### src/rtl/pov_spi_loader.sv
// pov_spi_loader: receives a point-of-view frame (player, facing, view-plane
// vectors) from an external SPI master (mode 0), holds it in a shadow register
// and commits it to the live outputs on the next vsync rising edge.
// Optional build macro POV_SPI_CHECKSUM_EN appends an 8-bit XOR checksum to
// each frame and adds the sticky o_csum_err output.
module pov_spi_loader #(
  parameter int unsigned QM = 10,
  parameter int unsigned QN = 10
) (
  input  logic               clk,
  input  logic               reset,
  input  logic               vsync,
  input  logic               i_sclk,
  input  logic               i_mosi,
  input  logic               i_ss_n,
  output logic [QM+QN-1:0]   playerX,
  output logic [QM+QN-1:0]   playerY,
  output logic [QM+QN-1:0]   facingX,
  output logic [QM+QN-1:0]   facingY,
  output logic [QM+QN-1:0]   vplaneX,
  output logic [QM+QN-1:0]   vplaneY,
`ifdef POV_SPI_CHECKSUM_EN
  output logic               o_csum_err,
`endif
  output logic               o_pending
);

  localparam int unsigned FW         = QM + QN;
  localparam int unsigned FRAME_BITS = 6 * FW;
`ifdef POV_SPI_CHECKSUM_EN
  localparam int unsigned CSUM_BITS  = 8;
  localparam int unsigned PAD_BYTES  = (FRAME_BITS + 7) / 8;
`else
  localparam int unsigned CSUM_BITS  = 0;
`endif
  localparam int unsigned FRAME_TOTAL = FRAME_BITS + CSUM_BITS;
  localparam int unsigned CW          = $clog2(FRAME_TOTAL + 1);

  // Reset vectors: player at (1.5,1.5), facing (1,0), view plane (0,-0.5)
  localparam logic [FW-1:0] RST_PX   = FW'(3) << (QN - 1);
  localparam logic [FW-1:0] RST_FX   = FW'(1) << QN;
  localparam logic [FW-1:0] RST_VY   = ~(FW'(1) << (QN - 1)) + FW'(1);
  localparam logic [FRAME_BITS-1:0] LIVE_RST =
    {RST_PX, RST_PX, RST_FX, FW'(0), FW'(0), RST_VY};

  typedef enum logic [1:0] {
    ST_IDLE  = 2'd0,
    ST_SHIFT = 2'd1,
    ST_DONE  = 2'd2,
    ST_DRAIN = 2'd3
  } state_t;

  state_t                  state_q, state_d;
  logic [CW-1:0]           cnt_q, cnt_d;
  logic [FRAME_TOTAL-1:0]  rx_q, rx_d;
  logic [FRAME_BITS-1:0]   shadow_q, shadow_d;
  logic [FRAME_BITS-1:0]   live_q, live_d;
  logic                    pending_q, pending_d;
  logic                    sclk_s1_q, sclk_s2_q, sclk_s3_q;
  logic                    mosi_s1_q, mosi_s2_q;
  logic                    ss_s1_q, ss_s2_q;
  logic                    vsync_q;
  logic                    sclk_rise;
  logic                    vs_rise;
  logic                    frame_ok;
  logic [FRAME_BITS-1:0]   rx_payload;
`ifdef POV_SPI_CHECKSUM_EN
  logic                    csum_err_q, csum_err_d;
  logic [7:0]              csum_calc;
  logic [PAD_BYTES*8-1:0]  padded;
`endif

  assign sclk_rise  = sclk_s2_q & ~sclk_s3_q;
  assign vs_rise    = vsync & ~vsync_q;
  assign rx_payload = rx_q[FRAME_TOTAL-1 -: FRAME_BITS];

`ifdef POV_SPI_CHECKSUM_EN
  // XOR of all payload bytes, payload left-padded with zeros to a byte multiple
  always_comb begin
    padded                   = '0;
    padded[FRAME_BITS-1:0]   = rx_payload;
    csum_calc                = 8'h00;
    for (int unsigned b = 0; b < PAD_BYTES; b++) begin
      csum_calc = csum_calc ^ padded[b*8 +: 8];
    end
  end
`endif

  // Synchronisers, FSM state and data registers
  always_ff @(posedge clk) begin
    if (reset) begin
      sclk_s1_q  <= 1'b0;
      sclk_s2_q  <= 1'b0;
      sclk_s3_q  <= 1'b0;
      mosi_s1_q  <= 1'b0;
      mosi_s2_q  <= 1'b0;
      ss_s1_q    <= 1'b1;
      ss_s2_q    <= 1'b1;
      vsync_q    <= 1'b0;
      state_q    <= ST_IDLE;
      cnt_q      <= '0;
      rx_q       <= '0;
      shadow_q   <= '0;
      live_q     <= LIVE_RST;
      pending_q  <= 1'b0;
`ifdef POV_SPI_CHECKSUM_EN
      csum_err_q <= 1'b0;
`endif
    end else begin
      sclk_s1_q  <= i_sclk;
      sclk_s2_q  <= sclk_s1_q;
      sclk_s3_q  <= sclk_s2_q;
      mosi_s1_q  <= i_mosi;
      mosi_s2_q  <= mosi_s1_q;
      ss_s1_q    <= i_ss_n;
      ss_s2_q    <= ss_s1_q;
      vsync_q    <= vsync;
      state_q    <= state_d;
      cnt_q      <= cnt_d;
      rx_q       <= rx_d;
      shadow_q   <= shadow_d;
      live_q     <= live_d;
      pending_q  <= pending_d;
`ifdef POV_SPI_CHECKSUM_EN
      csum_err_q <= csum_err_d;
`endif
    end
  end

  // Next-state: SPI receive FSM, shadow capture and vsync commit
  always_comb begin
    state_d   = state_q;
    cnt_d     = cnt_q;
    rx_d      = rx_q;
    shadow_d  = shadow_q;
    live_d    = live_q;
    pending_d = pending_q;
    frame_ok  = 1'b0;
`ifdef POV_SPI_CHECKSUM_EN
    csum_err_d = csum_err_q;
`endif

    case (state_q)
      ST_IDLE: begin
        cnt_d = '0;
        if (!ss_s2_q) begin
          state_d = ST_SHIFT;
        end
      end
      ST_SHIFT: begin
        if (ss_s2_q) begin
          // Partial frame is discarded; shadow and pending stay as they are
          state_d = ST_IDLE;
          cnt_d   = '0;
        end else if (sclk_rise) begin
          rx_d  = {rx_q[FRAME_TOTAL-2:0], mosi_s2_q};
          cnt_d = cnt_q + CW'(1);
          if (cnt_q == CW'(FRAME_TOTAL - 1)) begin
            state_d = ST_DONE;
          end
        end
      end
      ST_DONE: begin
        state_d = ST_DRAIN;
`ifdef POV_SPI_CHECKSUM_EN
        if (csum_calc == rx_q[7:0]) begin
          frame_ok = 1'b1;
        end else begin
          csum_err_d = 1'b1;
        end
`else
        frame_ok = 1'b1;
`endif
      end
      ST_DRAIN: begin
        // Extra sclk edges are ignored until the master releases select
        if (ss_s2_q) begin
          state_d = ST_IDLE;
          cnt_d   = '0;
        end
      end
      default: begin
        state_d = ST_IDLE;
        cnt_d   = '0;
      end
    endcase

    // Commit uses the pre-update pending flag and shadow contents
    if (vs_rise && pending_q) begin
      live_d    = shadow_q;
      pending_d = 1'b0;
    end

    // A newly accepted frame always overwrites the shadow (latest wins)
    if (frame_ok) begin
      shadow_d  = rx_payload;
      pending_d = 1'b1;
    end
  end

  assign playerX    = live_q[6*FW-1 -: FW];
  assign playerY    = live_q[5*FW-1 -: FW];
  assign facingX    = live_q[4*FW-1 -: FW];
  assign facingY    = live_q[3*FW-1 -: FW];
  assign vplaneX    = live_q[2*FW-1 -: FW];
  assign vplaneY    = live_q[FW-1   -: FW];
  assign o_pending  = pending_q;
`ifdef POV_SPI_CHECKSUM_EN
  assign o_csum_err = csum_err_q;
`endif

endmodule

### config.mk
export PLATFORM = sky130hd
export DESIGN_NAME = pov_spi_loader
export DESIGN_NICKNAME = d
export VERILOG_FILES = /design/src/rtl/pov_spi_loader.sv
export SDC_FILE = /design/constraint.sdc
export NUM_CORES = 1
export LEC_CHECK = 0
export ABC_AREA = 1
export BUFFER_PORTS_ARGS = -buffer_cell sky130_fd_sc_hd__buf_4
export CAP_MARGIN = 5
export CELL_PAD_IN_SITES_DETAIL_PLACEMENT = 1
export CELL_PAD_IN_SITES_GLOBAL_PLACEMENT = 1
export CORE_MARGIN = 2
export CORE_UTILIZATION = 40
export CTS_BUF_LIST = sky130_fd_sc_hd__clkbuf_4 sky130_fd_sc_hd__clkbuf_8
export CTS_CLUSTER_DIAMETER = 150
export CTS_CLUSTER_SIZE = 20
export DETAILED_ROUTE_END_ITERATION = 6
export GPL_TIMING_DRIVEN = 1
export HOLD_SLACK_MARGIN = 0.05
export PLACE_DENSITY_LB_ADDON = 0.1
export SYNTH_ARGS = -nofsm -noshare
export SYNTH_HDL_FRONTEND = slang
export SYNTH_SLANG_ARGS = --single-unit
export TNS_END_PERCENT = 100
### constraint.sdc
create_clock -name clk -period 4.2 [get_ports clk]
set_clock_uncertainty 0.2 [all_clocks]
set_input_delay 0.42 -clock clk [delete_from_list [all_inputs] [get_ports clk]]
set_output_delay 0.42 -clock clk [all_outputs]
set_load 0.01 [all_outputs]
After elaboration in Yosys (flattened, before gate mapping)
Index checks and enable logic that the tools add are counted.
{"block": "word_totals", "ff_bits": 378, "latch_bits": 0, "mem_bits_rw": 0, "mem_bits_ro": 0, "word_cells": 48, "n_memories": 0}
{"block": "classes", "addsub": 1, "n_mul": 0, "div_mod_pow": 0, "magnitude_cmp": 0, "eq_ne": 8, "shift": 0, "mux": 13, "n_bitwise": 5, "n_reduce_logical": 7}
{"cell": "$mux 7", "count": 3}
{"cell": "$pmux 7 s3", "count": 1}
{"cell": "$mux 2", "count": 5}
{"cell": "$pmux 2 s4", "count": 1}
{"cell": "$add 7x1->7 const B", "count": 1}
{"cell": "$eq 7x7->1 const B", "count": 1}
{"cell": "$ne 3x3->1 const B", "count": 2}
{"cell": "$reduce_and 3->1", "count": 2}
{"cell": "$eq 2x2->1 const B", "count": 2}
{"cell": "$ne 2x2->1 const B", "count": 2}
{"cell": "$reduce_and 4->1", "count": 1}
{"cell": "$mux 1", "count": 3}
{"cell": "$not 1->1", "count": 3}
{"cell": "$reduce_bool 3->1", "count": 1}
{"cell": "$and 1x1->1", "count": 2}
{"cell": "$eq 2x1->1 const B", "count": 1}
{"cell": "$logic_not 2->1", "count": 1}
{"cell": "$reduce_bool 2->1", "count": 1}
{"cell": "$logic_and 1x1->1", "count": 1}

Longest topological paths before layout
Gate-level depths: netlist (run 1).
{"block": "depth", "depth_word": 5, "depth_mapped": 9, "ltp_nobuf": 8}

Worst setup path before layout (run 1)
Ideal clock, no wire load.
{"block": "synth_timing", "kind": "input to register", "from": "input reset", "to": "register rx_q[0], in the netlist rx_payload[0]", "setup_time_ns": 0.064, "arrival_ns": 1.223, "t_required_ns": 3.936, "setup_slack_ns": 2.712, "stages": 6, "n_path_buf": 3, "path_cell_list": "buf_2 -> inv_1 -> buf_4 -> clkbuf_1 -> o21ai_0 -> nor2_1"}
{"item": "from (decl)", "line": "11", "rtl": "input logic reset,"}
{"item": "to (signal assigned)", "line": "120", "rtl": "rx_q <= rx_d;"}
{"item": "to (decl)", "line": "55", "rtl": "logic [FRAME_TOTAL-1:0] rx_q, rx_d;"}

Final worst setup path (run 1)
{"block": "layout_timing", "from": "register state_q[0]", "to": "register cnt_q[3]"}
{"block": "layout_via", "elab_chain_cells": 3}
{"item": "from (decl)", "line": "53", "rtl": "state_t state_q, state_d;"}
{"item": "from (signal assigned)", "line": "118", "rtl": "state_q <= state_d;"}
{"item": "$eq 2x1->1, or another cell as far along", "line": "143", "rtl": "case (state_q)"}
{"item": "$ne 3x3->1 (no source line), or another cell as far along"}
{"item": "$reduce_and 3->1 (no source line)"}
{"item": "to (signal assigned)", "line": "119", "rtl": "cnt_q <= cnt_d;"}
{"item": "to (decl)", "line": "54", "rtl": "logic [CW-1:0] cnt_q, cnt_d;"}
Parallel ways exist; a longest one is shown, timed or not.
A chain may end at the register's enable or synchronous reset.

==> impl_metrics.tcl, run 1 <==
set metrics [dict create \
    synth_nets 1674 \
    hold_slack_ns 0.0918 \
    ys_top_cells_by_area "dfxtp_1 58%, nor2_1 14%, o21ai_0 9.5%" \
    viasPerCell 4.88 \
    grt_usage_pct 18.0 \
    avgSynthCellArea_um2 7.81 \
    maxSlewHeadroom_pct 20.2 \
    crit_family "buffers and inverters" \
    worstPathBufferInverterCount 3 \
    die-width_um 184 \
    rows 66 \
    drt_pass1_iterations 4 \
    htreeDepth 1 \
    slowest_delay_ns 0.85 \
    yosysWarningCount 0 \
    drive_above_1_share_pct 9.94 \
    grt.overflow.total 0 \
    dr_wl_met3_um 858 \
    rrSetupSlack_ns 1.71 \
    cts-root-buf "clkbuf_8" \
    synth_top_cell_by_area "dfxtp_1" \
    arrival_ns 2.82 \
    fmax_ghz 0.402 \
    min_period_over_period_pct 59.3 \
    synthesis.area_um2 13000 \
    worstPathRequired_ns 4.54 \
    routed_wl_um 30400 \
    cts_made_buffers 22 \
    synthArstFlopShare_pct 0 \
    setup_viol 0 \
    clk_pin_slew_ns 0.13 \
    clock-sinks 378 \
    die_area_um2 34000 \
    drv_slew 0 \
    crit_path_start_kind "register" \
    slowest_stage "buf_4" \
    syn_to_final_growth_pct 11.2 \
    cts_tree "built" \
    max_slew.worst_pin.slew_ns 1.20 \
    crit_path_cell_trace "inv_1 > nand2_4 > buf_4 > nand2_1 > nand2_1 > inv_1 > o21ai_0 > and2_1" \
    syn_inst 1667 \
    synth_top_area_share_pct 58.1 \
    portBuffers 126 \
    num_vias 10500 \
    ant_nets 0 \
    cp_max_fo 122 \
    ios 127 \
    grt_pass1_vias 10300 \
    diodes 0 \
    routedWlPerCell_um 14.1 \
    dr.first_iter.drc_count 585 \
    ys_ff_latch 378 \
    hpwl_um 17800 \
    outcome "complete, no violations" \
    synthFlopType "dfxtp_1" \
    die_h_um 184 \
    total_power_mw 5.29 \
    cap_violations 0 \
    wl_met2_um 14400 \
    synth_seq_area_share_pct 58.1 \
    hold_class "input pin to register" \
    routed.top_layer "met4" \
    final_nets 1718 \
    leakage_nw 5.95 \
    post-route-min-period_ns 2.49 \
    place_congestion 0.713 \
    clk_path_buf_depth 3 \
    p_per_area_nw_per_um2 365 \
    ys_types 22 \
    clkLatencyLatePin_ns 0.58 \
    grt_pass1_wl_um 51100 \
    wl_met1_um 14400 \
    finalHoldViolCount 0 \
    max-vdd-ir-drop_v 0.000247 \
    cp-end-kind "register" \
    crit_type "register to register" \
    drc 0 \
    grt_antenna_before_repair 0 \
    start_util_pct 40.3 \
    grt_start_max_net_pins 146 \
    post-cts-setup-buffer-count 0 \
    cts_resized 0 \
    coreArea_um2 32300 \
    rsz0062_at_grt "false" \
    synth_edf_count 0 \
    fin_setup_tns_ns 0 \
]
-- state kept, by name, summed over array words and instances, names as in the netlist, 7 cells and up, named ones only --
signal and flops:
rx_payload 120, live_q 120, cnt_q 7, shadow_q 120
-- worst paths after layout --
path | start | depth (start not counted) | end
worst min-delay path | reset | 2 | live_q[62]$_SDFFE_PP0P_
worst min register to register | mosi_s1_q$_SDFF_PP0_ | 2 | mosi_s2_q$_SDFF_PP0_
worst max-delay path | state_q[0]$_SDFFE_PP0P_ | 8 | cnt_q[3]$_SDFFE_PP0P_
worst max register to register | state_q[0]$_SDFFE_PP0P_ | 8 | cnt_q[3]$_SDFFE_PP0P_
-- area by class of cell --
cell class | instances | area, µm²
Tap cell | 442 | 553
Sequential cell | 378 | 7570
Fill cell | 3998 | 17800
Inverter | 22 | 95.1
Multi-Input combinational cell | 1147 | 4840
Timing Repair Buffer | 140 | 1100
Clock buffer | 24 | 330
-- cell usage after synthesis (2+ instances only) --
master / count
nor2_1: 499
clkbuf_1: 53
nand4_1: 4
inv_1: 21
dfxtp_1: 378
or2_2: 2
buf_4: 6
buf_2: 58
nand2_1: 255
o21ai_0: 247
nand3_1: 22
buf_1: 3
a21oi_1: 110
-- per-layer routing --
metal | up-vias | GRT usage [%]
li1 | 5376 | -
met1 | 4974 | 23.7
met2 | 121 | 31.3
met3 | 38 | 2.11
met4 | 0 | 4.54
met5 | - | 0
-- placed cells by master (no fill, tap or decap), drive strengths merged --
master and instances:
nand3b 1, o21ai 247, a21oi 110, dfxtp 378, nand2 256, nand3 22
a31oi 1, nor3 1, clkbuf 24, a21boi 1, nand4 4, dlygate4sd3 4
and2 1, nor2 500, or2 2, ha 1, inv 22, buf 136
-- logic make-up (layout without fill, tap and decap cells) --
logic type               Yosys count  after routing  share of synthesized area [%]
AND/OR/NAND/NOR                  787            787                           23.1
flip-flops                       378            378                           58.1
AO/OA/AOI/OAI                    359            359                           13.8
buffers and inverters            142            186                           4.82
adder cells (fa/ha/maj)            1              1                         0.0961
-- power breakdown --
part	leakage [nW]	switching (mW)	internal, mW
clock	0.173	1.08	0.515
combinational	2.74	0.0752	0.0278
sequential	3.05	0.00336	3.59
-- through the flow --
step           setup slack, ns  area [µm²]  std cells  utilization (%)
6_report                  1.71       14500       2153             44.9
5_1_grt                   1.38       14500       2153             44.9
4_1_cts                   1.61       14500       2153             44.9
3_5_place_dp              1.63       14100       2125             43.7
3_3_place_gp              1.74       14100       2125             43.7
2_1_floorplan             2.71       13000       1667                -
-- what timing repair did --
| action | CTS | global route |
|---|---|---|
| endpoints found under the hold margin | 4 | 0 |
| hold buffers | 4 | 0 |
| endpoints found under the setup margin | 0 | 0 |
Power figures use the tool's default switching activity.
==> inputs of run 2 (changes only) <==
Clock period 4.2 ns to 2.5 ns, I/O delays scaled along.
==> impl_metrics.tcl, run 2 (synthesis gave the netlist of run 1 again) <==
set metrics [dict create \
    outcome "complete, no violations" \
    grt_usage_pct 18.0 \
    portBuffers 126 \
    num_vias 10500 \
    clk_path_buf_depth 3 \
    rsz0062_at_grt "false" \
    diodes 0 \
    regToRegStartpoint "ss_s2_q$_SDFF_PP1_" \
    worstPathBufferInverterCount 3 \
    ios 127 \
    fin_setup_tns_ns 0 \
    stdcell_area_um2 14700 \
    min_path_cells 2 \
    final_cell_mix "499 x nor2_1, 378 x dfxtp_1, 253 x nand2_1" \
    hold_class "register to register" \
    htreeDepth 1 \
    clock-sinks 378 \
    routedWlPerCell_um 14.0 \
    die-width_um 184 \
    rows 66 \
    r2r_cells 7 \
    slowest_delay_ns 0.43 \
    fin_util_pct 45.5 \
    grt_antenna_before_repair 0 \
    cap_violations 0 \
    cts-root-buf "clkbuf_8" \
    grt_start_max_net_pins 122 \
    routed_wl_um 30400 \
    fill_cells 3990 \
    cts_made_buffers 22 \
    cp.depth 7 \
    clk_pin_slew_ns 0.12 \
    place_congestion 0.703 \
    min_period_over_period_pct 82.2 \
    fmax_ghz 0.487 \
    final_nets 1734 \
    post-route-min-period_ns 2.06 \
    drt_pass1_iterations 4 \
    arrival_ns 2.36 \
    maxSlewHeadroom_pct 61.9 \
    die_area_um2 34000 \
    slowest_stage "inv_4" \
    crit_family "buffers and inverters" \
    final_common_cell "nor2_1" \
    start_util_pct 40.3 \
    viasPerCell 4.86 \
    worstPathRequired_ns 2.81 \
    max-vdd-ir-drop_v 0.000363 \
    crit_type "register to register" \
    clkLatencyLatePin_ns 0.58 \
    cp_max_fo 66 \
    grt_pass1_vias 10600 \
    crit_path_cell_trace "inv_1 > nand2_1 > nor2_4 > inv_4 > buf_12 > nor2_1 > nor2_1" \
    grt.overflow.total 0 \
    drc 0 \
    syn_to_final_growth_pct 12.9 \
    post-cts-setup-buffer-count 0 \
    max_slew.worst_pin.slew_ns 0.571 \
    coreArea_um2 32300 \
    crit_path_start_kind "register" \
    die_h_um 184 \
    leakage_nw 6.06 \
    critical_path.startpoint "ss_s2_q$_SDFF_PP1_" \
    setup_viol 0 \
    cts_tree "built" \
    critPathMostFrequentCell "nor2_1" \
    finalHoldViolCount 0 \
    hp-start "mosi_s1_q$_SDFF_PP0_" \
    p_per_area_nw_per_um2 605 \
    dpl-instance-area_um2 14300 \
    hpwl_um 18600 \
    ant_nets 0 \
    grt_pass1_wl_um 51600 \
    drv_slew 0 \
    cp-end-kind "register" \
    dr.first_iter.drc_count 532 \
    drive_above_1_share_pct 10.5 \
]
-- run 2: cell count changes in the layout (fill, tap and decap cells not counted) --
cell           before  now
buf_4             133  138
dlygate4sd3_1       4    8
buf_12              3   10
-- run 2: cell type report --
class                           count  area, µm²  share of cell area, %
Multi-Input combinational cell   1147       4840                   32.9
Clock buffer                       24        330                   2.25
Inverter                           22       95.1                  0.647
Tap cell                          442        553                   3.76
Sequential cell                   378       7570                   51.5
Timing Repair Buffer              156       1320                   8.95
-- run 2: timing repair --
item / CTS / global route
gates resized for setup: 0 / 0
endpoints found under the hold margin: 30 / 0
setup endpoints to repair: 0 / 0
hold buffers: 8 / 0
-- run 2: tightest hold or removal path, delay by kind of cell (launching register included) --
| kind | cells | cell delay, ns |
|---|---|---|
| buf+inv | 1 | 0.04 |
| flops | 1 | 0.32 |
| simple gates | 1 | 0.03 |
-- run 2: power breakdown --
part | internal [mW] | total, mW | switching [mW] | leakage [nW]
clock | 0.864 | 2.67 | 1.81 | 0.173
sequential | 6.03 | 6.04 | 0.00576 | 3.05
combinational | 0.0608 | 0.193 | 0.132 | 2.84
-- run 2: worst paths after layout --
kind         slack [ns]                     endpoint
max                0.44  rx_payload[43]$_SDFFE_PP0P_
min                0.21         mosi_s2_q$_SDFF_PP0_
min reg2reg        0.21         mosi_s2_q$_SDFF_PP0_
max reg2reg        0.44  rx_payload[43]$_SDFFE_PP0P_
-- run 2: layer usage --
layer	part of all wire [%]	up-vias	track usage, %
met5	0	-	0
met3	2.9	32	2.11
met2	47	109	32.0
met4	1.6	0	3.81
li1	-	5395	-
met1	48	5007	23.4
-- run 2: metrics by stage --
step                      power [mW]  cells  worst slack (ns)  hold WS, ns
final                           8.90   2169             0.445        0.206
after global routing            9.31   2169             0.240        0.211
after CTS                       9.06   2169             0.394        0.194
after detailed placement        6.36   2137             0.462        0.198
after global placement          6.36   2137             0.538        0.201
after floorplan                 6.30   1667              1.07        0.154
==> inputs of run 3 (changes only) <==
Clock period 2.5 ns to 2.1 ns, I/O delays scaled along.
==> impl_metrics.tcl, run 3 (synthesis gave the netlist of run 1 again) <==
set metrics [dict create \
    p_clk_share_pct 29.9 \
    grt.overflow.total 0 \
    rsz0062_at_grt "false" \
    htreeDepth 1 \
    fill_cells 3973 \
    fin_setup_tns_ns 0 \
    post-route-min-period_ns 1.85 \
    clk_path_buf_depth 3 \
    cap_violations 0 \
    total_power_mw 10.6 \
    clk_pin_slew_ns 0.12 \
    hpwl_um 18400 \
    stdcell_area_um2 14700 \
    r2r-end "rx_payload[81]$_SDFFE_PP0P_" \
    max-vdd-ir-drop_v 0.000445 \
    grt_antenna_before_repair 0 \
    ios 127 \
    min_period_over_period_pct 88.3 \
    clkLatencyLatePin_ns 0.58 \
    portBuffers 126 \
    switchingPower_mw 2.30 \
    cts-root-buf "clkbuf_8" \
    grt_pass1_vias 10300 \
    grt_usage_pct 17.5 \
    seq_power_share_pct 68.0 \
    drc 0 \
    drive_above_1_share_pct 10.5 \
    setup_viol 0 \
    final_cell_mix "499 x nor2_1, 378 x dfxtp_1, 253 x nand2_1" \
    worstPathRequired_ns 2.41 \
    maxSlewHeadroom_pct 67.2 \
    cts_made_buffers 22 \
    crit_type "register to register" \
    drt_pass1_iterations 4 \
    routed_wl_um 29900 \
    num_vias 10500 \
    drv_slew 0 \
    max_slew.worst_pin.slew_ns 0.492 \
    final_nets 1734 \
    cp-end-kind "register" \
    combPwrFrac_pct 2.1 \
    ant_nets 0 \
    grtUsageMet3_pct 2.31 \
    viasPerCell 4.85 \
    rows 66 \
    die-width_um 184 \
    crit_path_start_kind "register" \
    r2r_cells 6 \
    outcome "complete, no violations" \
    grt_use_met2_pct 30.9 \
    place_congestion 0.740 \
    die_h_um 184 \
    leakage_nw 6.06 \
    clock-sinks 378 \
    final_common_cell "nor2_1" \
    min_path_cells 3 \
    min_to "ss_s1_q$_SDFF_PP1_" \
    multi_input_area_um2 4840 \
    start_util_pct 40.3 \
    fmax_ghz 0.540 \
    finalHoldViolCount 0 \
    syn_to_final_growth_pct 13.0 \
    coreArea_um2 32300 \
    cts_tree "built" \
    busiest_layer "met2" \
    cp_max_fo 54 \
    grt_pass1_wl_um 50200 \
    grt_start_max_net_pins 117 \
    hp-start "i_ss_n" \
    hold_class "input pin to register" \
    p_per_area_nw_per_um2 718 \
    routedWlPerCell_um 13.8 \
    arrival_ns 2.17 \
    dpl-instance-area_um2 14300 \
    dr.first_iter.drc_count 500 \
    p_sw_share_pct 21.7 \
    die_area_um2 34000 \
    grt_use_met1_pct 23.0 \
    rrSetupSlack_ns 0.25 \
    ff_latch_area_um2 7570 \
    power.internal_mw 8.28 \
    diodes 0 \
]
run 3: cell count changes in the layout (fill, tap and decap cells not counted):
cell,change
buf_4,-1
buf_12,+1
run 3: layer usage:
metal / share of wire (%) / up-vias
met1: 49 / 4981
met5: 0 / -
met3: 3.0 / 23
met4: 1.2 / 0
met2: 47 / 104
li1: - / 5401
run 3: through the flow:
stage	setup slack (ns)	hold slack, ns	instances	utilization (%)
floorplan	0.666	0.114	1667	-
detailed placement	0.287	0.200	2137	44.3
finish	0.247	0.178	2169	45.6
global route	0.0821	0.169	2169	45.6
CTS	0.248	0.156	2169	45.6
global placement	0.375	0.203	2137	44.3
run 3: area by class of cell:
type	instances	share of cell area (%)
timing repair buffer	156	9.03
inverter	22	0.646
tap	442	3.76
multi-input combinational	1147	32.9
clock buffer	24	2.24
sequential	378	51.4
run 3: what timing repair did:
item | 4_1_cts | 5_1_grt
setup buffers | 0 | 0
hold buffers | 8 | 0
hold endpoints to repair | 123 | 0
resized for setup | 0 | 0
run 3: how the worst max path moves through the flow:
stage,endpoint,cells after the start
after floorplan,rx_payload[0]$_SDFFE_PP0P_,8
after global placement,rx_payload[42]$_SDFFE_PP0P_,7
after detailed placement,rx_payload[81]$_SDFFE_PP0P_,6
after CTS,rx_payload[81]$_SDFFE_PP0P_,6
after global routing,rx_payload[93]$_SDFFE_PP0P_,6
final,rx_payload[81]$_SDFFE_PP0P_,6
run 3: power by group through the flow:
stage | clock network (mW) | logic [mW] | registers (mW)
2_1_floorplan | 0 | 0.155 | 7.35
3_3_place_gp | 0 | 0.214 | 7.35
3_5_place_dp | 0 | 0.215 | 7.35
4_1_cts | 3.34 | 0.227 | 7.19
5_1_grt | 3.61 | 0.256 | 7.19
6_report | 3.16 | 0.223 | 7.19
run 3: critical path: stages (launching register included):
cell	delay, ns
dfxtp_1	0.40
nor2_1	0.17
nand2_2	0.11
nor2_4	0.16
buf_4	0.45
o21ai_0	0.16
nor2_1	0.13
